## src/rtl/cic_decim_mc.sv

```systemverilog
// Multi-channel CIC decimator. Integrators run at the input rate and the combs are pipelined
// at the output rate. A gain shift with round-to-nearest and saturation to WIDTH follows.
module cic_decim_mc #(
    parameter int BASE      = 0,
    parameter int NCH       = 2,
    parameter int WIDTH     = 24,
    parameter int STAGES    = 4,
    parameter int RATE_BITS = 8,
    parameter int ACC_WIDTH = WIDTH + STAGES * RATE_BITS
) (
    input  logic                 clk,
    input  logic                 rst_n,
    input  logic                 set_stb,
    input  logic [6:0]           set_addr,
    input  logic [31:0]          set_data,
    input  logic                 run,
    input  logic                 in_stb,
    input  logic [NCH*WIDTH-1:0] in_data,
    output logic                 out_stb,
    output logic [NCH*WIDTH-1:0] out_data,
    output logic [NCH-1:0]       sat_flag
);
    localparam int SHIFT_MAX = ACC_WIDTH - WIDTH;
    localparam logic [6:0] ADDR_RATE  = 7'(BASE);
    localparam logic [6:0] ADDR_SHIFT = 7'(BASE + 1);
    localparam logic [6:0] ADDR_SAT   = 7'(BASE + 2);

    typedef logic signed [ACC_WIDTH-1:0] acc_t;
    typedef logic signed [ACC_WIDTH:0]   rnd_t;

    function automatic int clog2_rate(input logic [RATE_BITS-1:0] r);
        int n;
        n = 0;
        for (int i = 0; i < RATE_BITS; i++)
            if ((64'd1 << i) < 64'(r)) n = i + 1;
        return n;
    endfunction

    function automatic rnd_t round_shift(input acc_t x, input int s);
        rnd_t v;
        v = rnd_t'(x);
        if (s > 0) v = v + (rnd_t'(1) <<< (s - 1));
        return v >>> s;
    endfunction

    // Result packs the clip indication above the saturated sample.
    function automatic logic [WIDTH:0] saturate(input rnd_t v);
        rnd_t hi, lo;
        logic [WIDTH:0] res;
        hi = rnd_t'({1'b0, {(WIDTH-1){1'b1}}});
        lo = ~hi;
        if (v > hi)      res = {1'b1, hi[WIDTH-1:0]};
        else if (v < lo) res = {1'b1, lo[WIDTH-1:0]};
        else             res = {1'b0, v[WIDTH-1:0]};
        return res;
    endfunction

    logic [RATE_BITS-1:0] rate_q, rate_d, cnt_q, cnt_d, r_m1;
    logic                 auto_q, auto_d, dec_q, dec_d, rvld_q, rvld_d, out_stb_q, out_stb_d;
    logic [5:0]           sman_q, sman_d;
    logic [STAGES-1:0]    cvld_q, cvld_d;
    logic [NCH-1:0]       sat_q, sat_d;
    logic [NCH*WIDTH-1:0] out_data_q, out_data_d;
    acc_t integ_q [NCH][STAGES];
    acc_t integ_d [NCH][STAGES];
    acc_t dly_q   [NCH][STAGES];
    acc_t dly_d   [NCH][STAGES];
    acc_t comb_q  [NCH][STAGES];
    acc_t comb_d  [NCH][STAGES];
    rnd_t rnd_q   [NCH];
    rnd_t rnd_d   [NCH];
    logic rate_wr, flush, accept;
    int   s_req, shift_eff;
    logic [WIDTH:0] sat_res;
    logic unused_set_bits;

    assign unused_set_bits = ^set_data[31:9];

    always_comb begin
        rate_d  = rate_q;
        auto_d  = auto_q;
        sman_d  = sman_q;
        sat_d   = sat_q;
        rate_wr = set_stb && (set_addr == ADDR_RATE);
        if (rate_wr) rate_d = set_data[RATE_BITS-1:0];
        if (set_stb && (set_addr == ADDR_SHIFT)) begin
            auto_d = set_data[8];
            sman_d = set_data[5:0];
        end
        if (set_stb && (set_addr == ADDR_SAT) && set_data[0]) sat_d = '0;

        // A rate write or run low discards every in-flight sample, including a coincident input.
        flush  = rate_wr || !run;
        accept = in_stb && !flush;
        s_req  = auto_q ? STAGES * clog2_rate(rate_q) : int'(sman_q);
        shift_eff = (s_req > SHIFT_MAX) ? SHIFT_MAX : s_req;

        // Input stage: decimation counter and integrator cascade
        r_m1  = (rate_q == '0) ? '0 : rate_q - 1'b1;
        cnt_d = cnt_q;
        dec_d = 1'b0;
        if (flush) cnt_d = '0;
        else if (accept) begin
            if (cnt_q >= r_m1) begin
                cnt_d = '0;
                dec_d = 1'b1;
            end else begin
                cnt_d = cnt_q + 1'b1;
            end
        end
        for (int k = 0; k < NCH; k++) begin
            for (int i = 0; i < STAGES; i++) begin
                integ_d[k][i] = flush ? '0 : integ_q[k][i];
                dly_d[k][i]   = flush ? '0 : dly_q[k][i];
                comb_d[k][i]  = flush ? '0 : comb_q[k][i];
            end
            if (accept) begin
                integ_d[k][0] = integ_q[k][0] + acc_t'(signed'(in_data[k*WIDTH +: WIDTH]));
                for (int i = 1; i < STAGES; i++)
                    integ_d[k][i] = integ_q[k][i] + integ_d[k][i-1];
            end
        end

        // Comb stages: one differentiator per clock, delays advance only on valid
        cvld_d = '0;
        if (!flush) begin
            cvld_d[0] = dec_q;
            for (int i = 1; i < STAGES; i++) cvld_d[i] = cvld_q[i-1];
            for (int k = 0; k < NCH; k++) begin
                if (dec_q) begin
                    comb_d[k][0] = integ_q[k][STAGES-1] - dly_q[k][0];
                    dly_d[k][0]  = integ_q[k][STAGES-1];
                end
                for (int i = 1; i < STAGES; i++) begin
                    if (cvld_q[i-1]) begin
                        comb_d[k][i] = comb_q[k][i-1] - dly_q[k][i];
                        dly_d[k][i]  = comb_q[k][i-1];
                    end
                end
            end
        end

        // Rounding stage
        rvld_d = !flush && cvld_q[STAGES-1];
        for (int k = 0; k < NCH; k++)
            rnd_d[k] = cvld_q[STAGES-1] ? round_shift(comb_q[k][STAGES-1], shift_eff) : rnd_q[k];

        // Saturation and output stage
        out_stb_d  = rvld_q && !flush;
        out_data_d = out_data_q;
        sat_res    = '0;
        if (out_stb_d) begin
            for (int k = 0; k < NCH; k++) begin
                sat_res = saturate(rnd_q[k]);
                out_data_d[k*WIDTH +: WIDTH] = sat_res[WIDTH-1:0];
                if (sat_res[WIDTH]) sat_d[k] = 1'b1;
            end
        end
    end

    always_ff @(posedge clk or negedge rst_n) begin
        if (!rst_n) begin
            rate_q     <= RATE_BITS'(4);
            auto_q     <= 1'b1;
            sman_q     <= '0;
            cnt_q      <= '0;
            dec_q      <= 1'b0;
            cvld_q     <= '0;
            rvld_q     <= 1'b0;
            out_stb_q  <= 1'b0;
            out_data_q <= '0;
            sat_q      <= '0;
            for (int k = 0; k < NCH; k++) begin
                rnd_q[k] <= '0;
                for (int i = 0; i < STAGES; i++) begin
                    integ_q[k][i] <= '0;
                    dly_q[k][i]   <= '0;
                    comb_q[k][i]  <= '0;
                end
            end
        end else begin
            rate_q     <= rate_d;
            auto_q     <= auto_d;
            sman_q     <= sman_d;
            cnt_q      <= cnt_d;
            dec_q      <= dec_d;
            cvld_q     <= cvld_d;
            rvld_q     <= rvld_d;
            out_stb_q  <= out_stb_d;
            out_data_q <= out_data_d;
            sat_q      <= sat_d;
            for (int k = 0; k < NCH; k++) begin
                rnd_q[k] <= rnd_d[k];
                for (int i = 0; i < STAGES; i++) begin
                    integ_q[k][i] <= integ_d[k][i];
                    dly_q[k][i]   <= dly_d[k][i];
                    comb_q[k][i]  <= comb_d[k][i];
                end
            end
        end
    end

    assign out_stb  = out_stb_q;
    assign out_data = out_data_q;
    assign sat_flag = sat_q;
endmodule

```

## config.mk

```make
export PLATFORM = sky130hd
export DESIGN_NAME = cic_decim_mc
export DESIGN_NICKNAME = d
export VERILOG_FILES = /design/src/rtl/cic_decim_mc.sv
export SDC_FILE = /design/constraint.sdc
export NUM_CORES = 2
export LEC_CHECK = 0
export CAP_MARGIN = 30
export CORE_MARGIN = 1
export CORE_UTILIZATION = 50
export DETAILED_ROUTE_END_ITERATION = 8
export PLACE_DENSITY = 0.66
export SETUP_SLACK_MARGIN = 0.05
export SLEW_MARGIN = 20
export SYNTH_ARGS = -nofsm -noshare
export SYNTH_HDL_FRONTEND = slang
export SYNTH_SLANG_ARGS = --single-unit
```

## constraint.sdc

```tcl
create_clock -name clk -period 30.5 [get_ports clk]
set_clock_uncertainty 0.2 [all_clocks]
set_input_delay 3.05 -clock clk [delete_from_list [all_inputs] [get_ports clk]]
set_output_delay 3.05 -clock clk [all_outputs]
set_load 0.02 [all_outputs]
```

Yosys cells after proc, flatten, opt, wreduce, memory -nomap -nowiden

Index checks and enable logic that the tools add are counted.

Bits of input ports: 92
Flip-flop bits (word level): 1538
Word-level logic and storage cells: 157
Output and inout port bits: 51

Multiplexer cells: 67
Eq/ne operators: 2
Reductions and logical operators: 13
Add/subtract/negate cells: 21
Shift operators: 3
Magnitude comparators: 15

Operators with widths:

| cell                     | number |
|---|---|
| $mux W56                 | 33 |
| $mux W448                | 2 |
| $mux W224                | 2 |
| $sub A56 B56 Y56         | 8 |
| $add A56 B56 Y56         | 6 |
| $mux W30                 | 7 |
| $mux W25                 | 6 |
| $add A56 B57 Y57         | 2 |
| $gt A57 B24 Y1 const B   | 2 |
| $lt A57 B24 Y1 const B   | 2 |
| $mux W57                 | 2 |
| $sshr A57 B32 Y57        | 2 |
| $add A56 B24 Y56         | 2 |
| $mux W32                 | 2 |
| $sshl A2 B32 Y57 const A | 1 |
| $gt A32 B1 Y1 const B    | 1 |
| $gt A32 B7 Y1 const B    | 1 |
| $mux W8                  | 4 |
| $sub A32 B2 Y32 const B  | 1 |
| $add A8 B1 Y8 const B    | 1 |
| $ge A8 B8 Y1             | 1 |
| $logic_not A8 Y1         | 1 |
| $lt A1 B8 Y1 const A     | 1 |
| $lt A2 B8 Y1 const A     | 1 |
| other kinds (17)         | 30 |

Depth between registers and ports, before layout

Depth in word-level cells: 17
Mapped depth: 59

Least setup slack after synthesis

Ideal clock, no wire load.

Path kind: in2reg
Start: input port in_data[24]
End: register integ_q[55] (netlist bit)
Stages: 59
Required time: 30.168 ns
Slack: 17.528 ns
Setup time: 0.132 ns
Data arrival time: 12.640 ns
Path through: ha_1 > fa_1 > a21o_1 > a21oi_1 > o21bai_1 > a21oi_1 > o21bai_1 > a211oi_1 > nor3b_1 > a21o_1 > a21oi_1 > xnor2_1 > ha_1 > and2_1 > a211o_1 > nand2b_1 > o211ai_1 > a21o_1 > [... 23 more ...] > o21ai_0 > nand2b_1 > a21oi_1 > nor2b_1 > o21ai_0 > nand2b_1 > a21oi_1 > nor2_1 > a221o_1 > o41ai_1 > o21ai_0 > a221o_1 > a21oi_1 > xnor2_1 > xnor2_1 > nor2_1 > xnor2_1 > nor2_1

Word-level cells in the longest chain between the ends: 5

Ends and longest elaborated chain:

| item                            | RTL line | source |
|---|---|---|
| from (decl)                     | 18       | `input logic [NCH*WIDTH-1:0] in_data,` |
| $add A56 B24 Y56                | 118      | `integ_d[k][0] = integ_q[k][0] + acc_t'(signed'(in_data[k*WIDTH +: WIDTH]));` |
| $add A56 B56 Y56 (3 in a row)   | 120      | `integ_d[k][i] = integ_q[k][i] + integ_d[k][i-1];` |
| $mux W224                       | 117      | `if (accept) begin` |
| to (signal, indexed assignment) | 195      | `integ_q[k][i] <= integ_d[k][i];` |
| to (decl)                       | 64       | `acc_t integ_q [NCH][STAGES];` |

Every way passes these cells.
A chain may end at the register's enable or synchronous reset.

Worst setup path after layout

Same ends and word-level chain as after synthesis.

==> run metrics <==
run status=finished clean; internal power=6610 uW; clock power share=0.189; sequential standard cell area=38500 um2; number of enable flip-flop cells after synthesis=0; number of top-level pins=143; highest-delay cell along the critical path=sky130_fd_sc_hd__a2111oi_0; number of warnings printed during yosys synthesis=0; minimum clock period after layout=14040 ps; Num CTS Buffers=179; first-pass iteration count of the detailed router=9; Hold Fails Final Rpt=0; Total Die Area=243000 um2; clock-pin transition on the worst setup and hold timing paths=60 ps; async set or reset register ratio after synthesis=1.00; fraction of the yosys area taken by sequential cells=0.319; Syn Nets=15202; most used standard cell by instance count after synthesis=sky130_fd_sc_hd__nor2_1; clock tree from TritonCTS=done; Area Overhead vs Synth=8.48%; H-tree lvl count=4; Crit Path Max Fanout=5; number of DRC violations after detailed routing=0; core area=239000 um2; peak ir drop on the vdd network=88.8 uV; synthesized cell area=121000 um2; area of the multi-input gates=76900 um2; share of Yosys cell area claimed by the top area cell type=0.319; Comb power frac=0.606; weighted congestion reported at the end of routability-driven placement=1.03; power dissipated by switching net loads=5160 uW; final hold slack=292 ps; number of post-CTS setup repair buffers=0; Congestion Overflow GR=0; Final Slew Violations=0; share of the clock period used by the worst path after layout=0.460; vias in the first global route=95460; starting utilization of the core area=0.505; wire length of the first global-routing pass=529000 um; root buffer selected by CTS=sky130_fd_sc_hd__clkbuf_16; Finish-stage setup viols=0; highest attainable clock frequency=0.0712 GHz; switching part of the total=0.439; total wire length after detailed routing=329000 um; number of cell rows=179; post-route setup TNS=0 ps; most common flop cell mapped by yosys=sky130_fd_sc_hd__dfrtp_1; cell taking the most area after synthesis=sky130_fd_sc_hd__dfrtp_1; Resize count post-CTS=0; via total after detailed routing=100765; number of distinct library cells after synthesis=123; Clk Latency, worst-skew pair=830 ps; clock sink count=1538; critical path endpoint category=flip-flop; slew at the pin closest to its max-slew limit=1100 ps; CP dominant cell by count=sky130_fd_sc_hd__a21oi_1; CP peak stage delay=490 ps; Die Span Y=493 um; mean area per synthesized cell=8.54 um2; number of hold buffers added after CTS=0; data arrival time of the critical path=14520 ps; required time of the critical path=30980 ps; Port-buffer cells=119; Crit Path Class=primary input to flip-flop; horizontal die dimension=493 um; number of nets in the final layout=14987; Sequential Power Share=0.205; biggest area contributors in the synthesized netlist=sky130_fd_sc_hd__dfrtp_1 32%, sky130_fd_sc_hd__ha_1 10%, sky130_fd_sc_hd__mux2i_1 9.5%; cell types with the highest counts after synthesis=2023 x sky130_fd_sc_hd__nor2_1, 1536 x sky130_fd_sc_hd__dfrtp_1, 1148 x sky130_fd_sc_hd__a21oi_1; cell area power density=90.0 nW/um2; Critical Path Source Type=primary input; number of design-rule violations left by the first detailed-router iteration=7562; Overall Power=11800 uW; Antenna Nets Post-Route=0; number of fillers in the final layout=22126; gr usage total=0.266; fraction of final layout cells with drive strength greater than 1=0.0500; flip-flop and latch count after synthesis=1538; worst min-delay path class=flip-flop to flip-flop; buffer levels on the longest clock path=3; maximum number of pins on one net before global-route repair=228; wire length per cell=19.1 um; Lkg Pwr=0.0595 uW; maximum capacitance violations=0; RSZ-0062 raised after global routing=false; Syn Inst Count=14108; vias per std cell=5.86; final HPWL from detailed placement=241000 um; worst max-slew margin expressed relative to the limit=0.259; number of antenna violations at the first check in global routing=5
placed cells by master, fill, tap and decap left out, drive strengths merged, types with 442 or more instances in the layout:
master,n
a21oi,1155
nand2,819
o21ai,661
a21o,442
dfrtp,1536
nor2,2024
mux2i,1141
ha,986
xnor2,594
inv,738
worst max-delay path, delay by kind of cell:
kind	cells	cell delay (ps)
compound gates	30	6770
fa+ha+maj	5	1650
simple gates	14	1550
xor+xnor	6	1080
buf+inv	1	400
power groups by stage:
stage / Sequential [uW] / Clock, uW / Combinational [uW]
after global placement: 2440 / 0 / 6980
after detailed placement: 2440 / 0 / 7060
after CTS: 2410 / 2270 / 7090
after global routing: 2440 / 2350 / 7970
after floorplan: 2390 / 0 / 5680
final: 2410 / 2220 / 7140
registers in the layout (all words and copies together), names as in the netlist, 4 cells and up:
name,count
sman_q,6
dly_q,448
out_data,48
rnd_q,114
cvld_q,4
comb_q,448
integ_q,448
cnt_q,8
rate_q,8
final cells by class:
type | count | share of cell area
tap | 3167 | 0.0303
sequential | 1538 | 0.294
timing repair buffer | 256 | 0.0189
clock buffer | 258 | 0.0406
multi-input combinational | 11188 | 0.588
clock inverter | 69 | 0.00631
inverter | 730 | 0.0210
antenna | 4 | 0.0000766
per-stage QoR:
stage,cell area [um2],util,setup slack [ps],cells
after global placement,124000,0.521,15710,16863
final,131000,0.548,16460,17210
after global routing,131000,0.548,15320,17207
after floorplan,121000,-,17530,14108
after detailed placement,124000,0.521,15730,16867
after CTS,131000,0.547,16490,17194
worst paths after layout:
kind                              start           to  slack (ps)  cells after the start
max                         in_data[24]  integ_q[55]       16460                     56
min                           rnd_q[72]    rnd_q[72]         290                      1
max reg2reg                integ_q[168]  integ_q[55]       18720                     55
min reg2reg                   rnd_q[72]    rnd_q[72]         290                      1
max in group asynchronous         rst_n    rnd_q[47]       23730                      7
min in group asynchronous         rst_n    dly_q[64]        1960                      1
cells by family (layout without fill, tap and decap cells):
group | count (synthesis) | in the layout | share of synthesized area
adder cells (fa/ha/maj) | 1011 | 1011 | 0.106
AND/OR/NAND/NOR | 4366 | 4366 | 0.164
XOR/XNOR | 835 | 835 | 0.0610
multiplexers | 1195 | 1195 | 0.0999
buffers and inverters | 1382 | 1313 | 0.0437
other | 0 | 4 | 0
flip-flops | 1538 | 1538 | 0.319
AO/OA/AOI/OAI | 3781 | 3781 | 0.206
per-layer routing:
metal  track usage  routed length, um  vias to the layer above
li1              -                  -                    50251
met1         0.365             153000                    47247
met2         0.410             142000                     2445
met3        0.0400              16300                      818
met4         0.132              18000                        4
met5             0                 26                        -
No activity file was read; power rests on OpenSTA's default activity.
